===== src/rtl/mdu_iter.sv =====
// rtl/mdu_iter.sv - iterative 64-bit multiply/divide unit (shift-add multiply, restoring divide)
module mdu_iter (
    input  logic        clk,
    input  logic        reset,
    input  logic        flush,
    input  logic        valid_in,
    output logic        ready_in,
    input  logic [3:0]  mduop,
    input  logic [63:0] a,
    input  logic [63:0] b,
    output logic        valid_out,
    input  logic        ready_out,
    output logic [63:0] result,
    output logic        busy
);

    localparam logic [3:0] OP_MUL   = 4'd1;
    localparam logic [3:0] OP_DIV   = 4'd2;
    localparam logic [3:0] OP_DIVU  = 4'd3;
    localparam logic [3:0] OP_REM   = 4'd4;
    localparam logic [3:0] OP_REMU  = 4'd5;
    localparam logic [3:0] OP_MULW  = 4'd6;
    localparam logic [3:0] OP_DIVW  = 4'd7;
    localparam logic [3:0] OP_DIVUW = 4'd8;
    localparam logic [3:0] OP_REMW  = 4'd9;
    localparam logic [3:0] OP_REMUW = 4'd10;

    typedef enum logic [1:0] {
        S_IDLE = 2'd0,
        S_BUSY = 2'd1,
        S_DONE = 2'd2
    } state_t;

    state_t      state;
    logic [6:0]  cnt;
    // Multiply: acc = partial product, x = shifted multiplicand, y = shifted multiplier.
    // Divide:   acc = partial remainder, x = dividend/quotient shift register, y = divisor magnitude.
    logic [63:0] acc;
    logic [63:0] x;
    logic [63:0] y;
    logic        op_mul;
    logic        op_w;
    logic        op_rem;
    logic        neg_q;
    logic        neg_r;

    // Request decode, operand conditioning and special-case results at accept time
    logic        is_mul_in;
    logic        is_div_in;
    logic        is_w_in;
    logic        is_rem_in;
    logic        is_sgn_in;
    logic [63:0] a_ext;
    logic [63:0] b_ext;
    logic [63:0] a_sx_w;
    logic        neg_a;
    logic        neg_b;
    logic [63:0] mag_a;
    logic [63:0] mag_b;
    logic        b_zero;
    logic        ovf;
    logic        special;
    logic [63:0] special_res;
    logic [63:0] x_init;
    logic [63:0] y_init;

    // Decode the incoming request and pre-compute everything latched on accept
    always_comb begin
        is_mul_in   = (mduop == OP_MUL) || (mduop == OP_MULW);
        is_div_in   = (mduop == OP_DIV)  || (mduop == OP_DIVU)  || (mduop == OP_REM)  ||
                      (mduop == OP_REMU) || (mduop == OP_DIVW)  || (mduop == OP_DIVUW) ||
                      (mduop == OP_REMW) || (mduop == OP_REMUW);
        is_w_in     = (mduop == OP_MULW) || (mduop == OP_DIVW) || (mduop == OP_DIVUW) ||
                      (mduop == OP_REMW) || (mduop == OP_REMUW);
        is_rem_in   = (mduop == OP_REM)  || (mduop == OP_REMU) || (mduop == OP_REMW) ||
                      (mduop == OP_REMUW);
        is_sgn_in   = (mduop == OP_DIV)  || (mduop == OP_REM)  || (mduop == OP_DIVW) ||
                      (mduop == OP_REMW);
        a_sx_w      = {{32{a[31]}}, a[31:0]};
        if (is_w_in) begin
            a_ext = is_sgn_in ? a_sx_w : {32'd0, a[31:0]};
            b_ext = is_sgn_in ? {{32{b[31]}}, b[31:0]} : {32'd0, b[31:0]};
        end else begin
            a_ext = a;
            b_ext = b;
        end
        neg_a       = is_sgn_in & a_ext[63];
        neg_b       = is_sgn_in & b_ext[63];
        mag_a       = neg_a ? (64'd0 - a_ext) : a_ext;
        mag_b       = neg_b ? (64'd0 - b_ext) : b_ext;
        b_zero      = (b_ext == 64'd0);
        ovf         = is_sgn_in && (b_ext == {64{1'b1}}) &&
                      (is_w_in ? (a[31:0] == 32'h8000_0000) : (a == 64'h8000_0000_0000_0000));
        special     = 1'b0;
        special_res = 64'd0;
        if (!is_mul_in && !is_div_in) begin
            special = 1'b1;
        end else if (is_div_in && b_zero) begin
            special     = 1'b1;
            special_res = is_rem_in ? (is_w_in ? a_sx_w : a) : {64{1'b1}};
        end else if (is_div_in && ovf) begin
            special     = 1'b1;
            special_res = is_rem_in ? 64'd0 : (is_w_in ? a_sx_w : a);
        end
        // W divides park the 32-bit dividend in the top half so 32 steps consume exactly its bits.
        if (is_mul_in) begin
            x_init = is_w_in ? {32'd0, a[31:0]} : a;
            y_init = is_w_in ? {32'd0, b[31:0]} : b;
        end else begin
            x_init = is_w_in ? {mag_a[31:0], 32'd0} : mag_a;
            y_init = mag_b;
        end
    end

    // One multiply or divide step from the current iteration registers
    logic [63:0] acc_nx;
    logic [63:0] x_nx;
    logic [63:0] y_nx;
    logic [64:0] rem_sh;
    logic [64:0] diff;

    // Single shift-add / restoring shift-subtract iteration
    always_comb begin
        rem_sh = {acc, x[63]};
        diff   = rem_sh - {1'b0, y};
        if (op_mul) begin
            acc_nx = acc + (y[0] ? x : 64'd0);
            x_nx   = {x[62:0], 1'b0};
            y_nx   = {1'b0, y[63:1]};
        end else if (!diff[64]) begin
            acc_nx = diff[63:0];
            x_nx   = {x[62:0], 1'b1};
            y_nx   = y;
        end else begin
            acc_nx = rem_sh[63:0];
            x_nx   = {x[62:0], 1'b0};
            y_nx   = y;
        end
    end

    logic [63:0] q_raw;
    logic [63:0] q_s;
    logic [63:0] r_s;
    logic [63:0] sel;
    logic [63:0] fin;

    // Sign correction and width selection applied on the final iteration
    always_comb begin
        q_raw = op_w ? {32'd0, x_nx[31:0]} : x_nx;
        q_s   = neg_q ? (64'd0 - q_raw) : q_raw;
        r_s   = neg_r ? (64'd0 - acc_nx) : acc_nx;
        sel   = op_mul ? acc_nx : (op_rem ? r_s : q_s);
        fin   = op_w ? {{32{sel[31]}}, sel[31:0]} : sel;
    end

    // Control FSM plus iteration and result registers
    always_ff @(posedge clk) begin
        if (!reset) begin
            state  <= S_IDLE;
            cnt    <= 7'd0;
            acc    <= 64'd0;
            x      <= 64'd0;
            y      <= 64'd0;
            op_mul <= 1'b0;
            op_w   <= 1'b0;
            op_rem <= 1'b0;
            neg_q  <= 1'b0;
            neg_r  <= 1'b0;
            result <= 64'd0;
        end else if (flush) begin
            state <= S_IDLE;
            cnt   <= 7'd0;
        end else begin
            case (state)
                S_IDLE: begin
                    if (valid_in) begin
                        op_mul <= is_mul_in;
                        op_w   <= is_w_in;
                        op_rem <= is_rem_in;
                        neg_q  <= neg_a ^ neg_b;
                        neg_r  <= neg_a;
                        if (special) begin
                            result <= special_res;
                            state  <= S_DONE;
                        end else begin
                            acc   <= 64'd0;
                            x     <= x_init;
                            y     <= y_init;
                            cnt   <= is_w_in ? 7'd32 : 7'd64;
                            state <= S_BUSY;
                        end
                    end
                end
                S_BUSY: begin
                    acc <= acc_nx;
                    x   <= x_nx;
                    y   <= y_nx;
                    cnt <= cnt - 7'd1;
                    if (cnt == 7'd1) begin
                        result <= fin;
                        state  <= S_DONE;
                    end
                end
                S_DONE: begin
                    if (ready_out) begin
                        state <= S_IDLE;
                    end
                end
                default: state <= S_IDLE;
            endcase
        end
    end

    assign ready_in  = (state == S_IDLE);
    assign valid_out = (state == S_DONE);
    assign busy      = (state != S_IDLE);

endmodule


===== config.mk =====
export PLATFORM = sky130hd
export DESIGN_NAME = mdu_iter
export DESIGN_NICKNAME = d
export VERILOG_FILES = /design/src/rtl/mdu_iter.sv
export SDC_FILE = /design/constraint.sdc
export NUM_CORES = 2
export LEC_CHECK = 0
export ABC_AREA = 1
export BUFFER_PORTS_ARGS = -buffer_cell sky130_fd_sc_hd__buf_2
export CORE_MARGIN = 5
export CORE_UTILIZATION = 40
export CTS_BUF_LIST = sky130_fd_sc_hd__clkbuf_8
export CTS_CLUSTER_DIAMETER = 40
export DETAILED_ROUTE_END_ITERATION = 16
export RECOVER_POWER = 25
export SKIP_LAST_GASP = 1
export SYNTH_ARGS = -nofsm -noshare
export SYNTH_HDL_FRONTEND = slang
export SYNTH_SLANG_ARGS = --single-unit

===== constraint.sdc =====
create_clock -name clk -period 11.2 [get_ports clk]
set_clock_uncertainty 0.05 [all_clocks]
set_input_delay 0 -clock clk [delete_from_list [all_inputs] [get_ports clk]]
set_output_delay 0 -clock clk [all_outputs]
set_load 0.02 [all_outputs]

==> run metrics <==
status=finished with violations; failing checks=max-capacitance violations, max-slew violations; slew margin rel.=-114%; final hold vios=0; register area=5410 µm²; Tmin final=8240 ps; footprint of the multi-input gates=25,500 µm²; IO Port Bufs=203; DRC errors left=0; asr flop ratio synth=0%; synthesized area per cell=5.28 µm²; number of synthesized register bits=270; gpl congestion=1.09; leakage power=21.6 nW; Max Cap Viol=3; post-cts resize count=0; Worst setup EP type=flip-flop; Synth Warn #=0; Die X=310 µm; WHS=63.4 ps; share of cells above drive strength 1=6.81%; Final setup viols=0; Max Freq=121 MHz; total gr overflow=0; Syn Nets=7,095; Worst-path clk slew=60 ps; Post-synth top flop=dfxtp_1; CTS Root Cell=clkbuf_8; clock tree from TritonCTS=built; Unique masters post-synth=70; period utilization=73.6%; maximum vdd drop=0.0000850 V; dpl hpwl=162,000 µm; Bufs on Longest Clock Path=3; gr usage total=39.8%; # H-tree levels=3; Netlist Area Pre-Place=36,000 µm²; Worst Max-Slew Pin Slew=3210 ps; sequential area share after synthesis=15.0%; Post-Syn Instances=6,821; RSZ-0062 raised after global routing=false; worst path required time=11,730 ps; Die Y=310 µm; Final ANT Viol Nets=0; worst-path maximum fanout=62; Slew Limit Fails=150; # fillers=10,300; Core Rows=110; vias in the first global route=42,400; Final TNS setup=0 ps; Tot Pwr=4.35 mW; Hold Crit Class=in2reg; DRT iter0 DRCs=6,608; largest net degree at the start of global routing=81; Pwr Density=108 nW/µm²; Die ar.=96,200 µm²; Area Growth Syn to Fin=12.2%; Vias=47,300; IO Pins=204; initial antenna violation count=6; kind of critical path=in2reg; Num CTS Buffers=66; Placeable Area=89,700 µm²; critical path launch point type=primary input; EDFF count, synth=0; WL final=200,000 µm; first-pass GRT wire length=287,000 µm; vias per inst=5.74; wire length per cell=24.3 µm; crit path DAT=8770 ps; Clock Latency Late Sink=690 ps; initial core utilization=40.2%; drt pass-1 iters=6; clk sinks=270; # nets final=7,289
==> critical path, cell delays in order <==
cell	delay, ps
dlygate4sd3_1	540
clkbuf_1	140
nand2_1	100
nand3_1	90
nand2_1	280
clkbuf_1	2270
nor2_1	550
nor2_1	330
nand4_1	150
nor2_1	160
nand3_1	160
nor2_1	140
inv_1	100
nand3_1	220
nand2_1	100
nand2_1	1510
inv_2	830
o21ai_0	370
a21oi_1	70
dlygate4sd3_1	600
==> cells by family after synthesis <==
group,count (synthesis),share of synthesized area (%)
AOI/OAI and AO/OA,1321,20.9
xor gates and xnor gates,103,2.50
adders and majority gates,137,4.80
buffers and inverters,1300,14.3
DFF,270,15.0
and+or+nand+nor,3690,42.5
==> timing repair <==
item                                    CTS  global route
hold endpoints to repair                166             0
buffers inserted                          0             0
endpoints found under the setup margin    0             0
hold buffers                            140             0
==> cells in the mapped netlist (5+ instances only) <==
master | n | area share [%]
a21oi_1 | 601 | 8.3
nand2_4 | 7 | 0.22
o21ai_0 | 387 | 5.4
a31oi_1 | 27 | 0.47
o211ai_1 | 36 | 0.75
nor2_2 | 26 | 0.45
a22oi_1 | 7 | 0.15
xnor2_1 | 35 | 0.85
ha_1 | 135 | 4.7
o22ai_1 | 30 | 0.52
inv_2 | 24 | 0.25
nand4_1 | 83 | 1.4
a221oi_1 | 12 | 0.29
o21a_1 | 8 | 0.17
nand2_1 | 2138 | 22
nor2_4 | 10 | 0.31
and2_1 | 5 | 0.087
o31ai_1 | 14 | 0.29
o21bai_1 | 30 | 0.62
clkbuf_1 | 155 | 1.6
o221ai_1 | 30 | 0.73
buf_4 | 19 | 0.40
inv_1 | 1006 | 10
or2_2 | 9 | 0.16
buf_6 | 18 | 0.56
a21oi_2 | 9 | 0.22
buf_1 | 29 | 0.30
dfxtp_1 | 270 | 15
a21o_1 | 12 | 0.25
buf_2 | 43 | 0.60
nand3_1 | 387 | 5.4
nor2_1 | 837 | 8.7
o21ai_1 | 47 | 0.65
nand3b_1 | 21 | 0.44
nor3_1 | 66 | 0.92
a211oi_2 | 29 | 1.0
nand3_2 | 10 | 0.28
a211oi_1 | 9 | 0.19
o21ai_2 | 9 | 0.22
nor4_1 | 38 | 0.66
nand2_2 | 28 | 0.49
o2111ai_1 | 5 | 0.12
nor3_2 | 7 | 0.19
xor2_1 | 68 | 1.7
==> metal layers <==
metal | track usage (%) | part of all wire (%) | vias to the layer above | wire [µm]
li1 | - | - | 22300 | -
met1 | 56.0 | 42 | 21700 | 84600
met2 | 56.9 | 40 | 2880 | 79300
met3 | 10.1 | 12 | 445 | 24100
met4 | 19.0 | 5.9 | 8 | 11900
met5 | 0 | 0.029 | - | 57
==> cells in the final DEF (no fill, tap or decap), types with 46 or more instances in the layout <==
master,synthesis,routed
nand2_1,2138,2137
inv_1,1006,1015
nor2_1,837,834
a21oi_1,601,601
nand3_1,387,388
o21ai_0,387,387
dfxtp_1,270,265
dlygate4sd3_1,0,140
ha_1,135,135
buf_2,43,134
nand4_1,83,83
clkbuf_8,0,81
clkbuf_1,155,71
xor2_1,68,68
nor3_1,66,66
o21ai_1,47,46
buf_4,19,46
==> flip-flops by register name, indices dropped and copies added (netlist names) <==
name	count
acc	64
cnt	7
y	64
x	64
op_mul	1
state	2
neg_r	1
neg_q	1
op_w	1
op_rem	1
result	64
==> per-stage QoR <==
| step | cells | util [%] | setup slack (ps) | area [µm²] |
|---|---|---|---|---|
| global route | 8242 | 45.1 | 2670 | 40400 |
| detailed placement | 7983 | 42.0 | 4960 | 37700 |
| global placement | 7983 | 42.0 | 5000 | 37700 |
| floorplan | 6821 | - | 6260 | 36000 |
| finish | 8243 | 45.1 | 2960 | 40400 |
| CTS | 8240 | 45.2 | 4810 | 40500 |
==> power by group <==
group          switching [mW]  internal (mW)  leakage, nW
Clock                   0.574          0.796        0.778
Combinational            1.36          0.506         18.6
Sequential             0.0804           1.03         2.20
==> final cells by class <==
cell class	count	share of cell area (%)
repair buffers	391	6.64
inverters	1035	9.64
well taps	1176	3.64
clock buffers	81	2.76
multi-input cells	5251	63.1
clock inverters	36	0.851
diodes	3	0.0186
flip-flops and latches	270	13.4
==> path summary, 6_finish.rpt <==
kind,start,endpoint,slack [ps],depth (start not counted)
worst max-delay path,mduop[1],x[34],2960,20
worst min-delay path,b[47],y[47],60,5
worst max register to register,y[0],result[28],4240,24
worst min register to register,cnt[6],cnt[6],430,2
(Power assumes the default switching activity.)
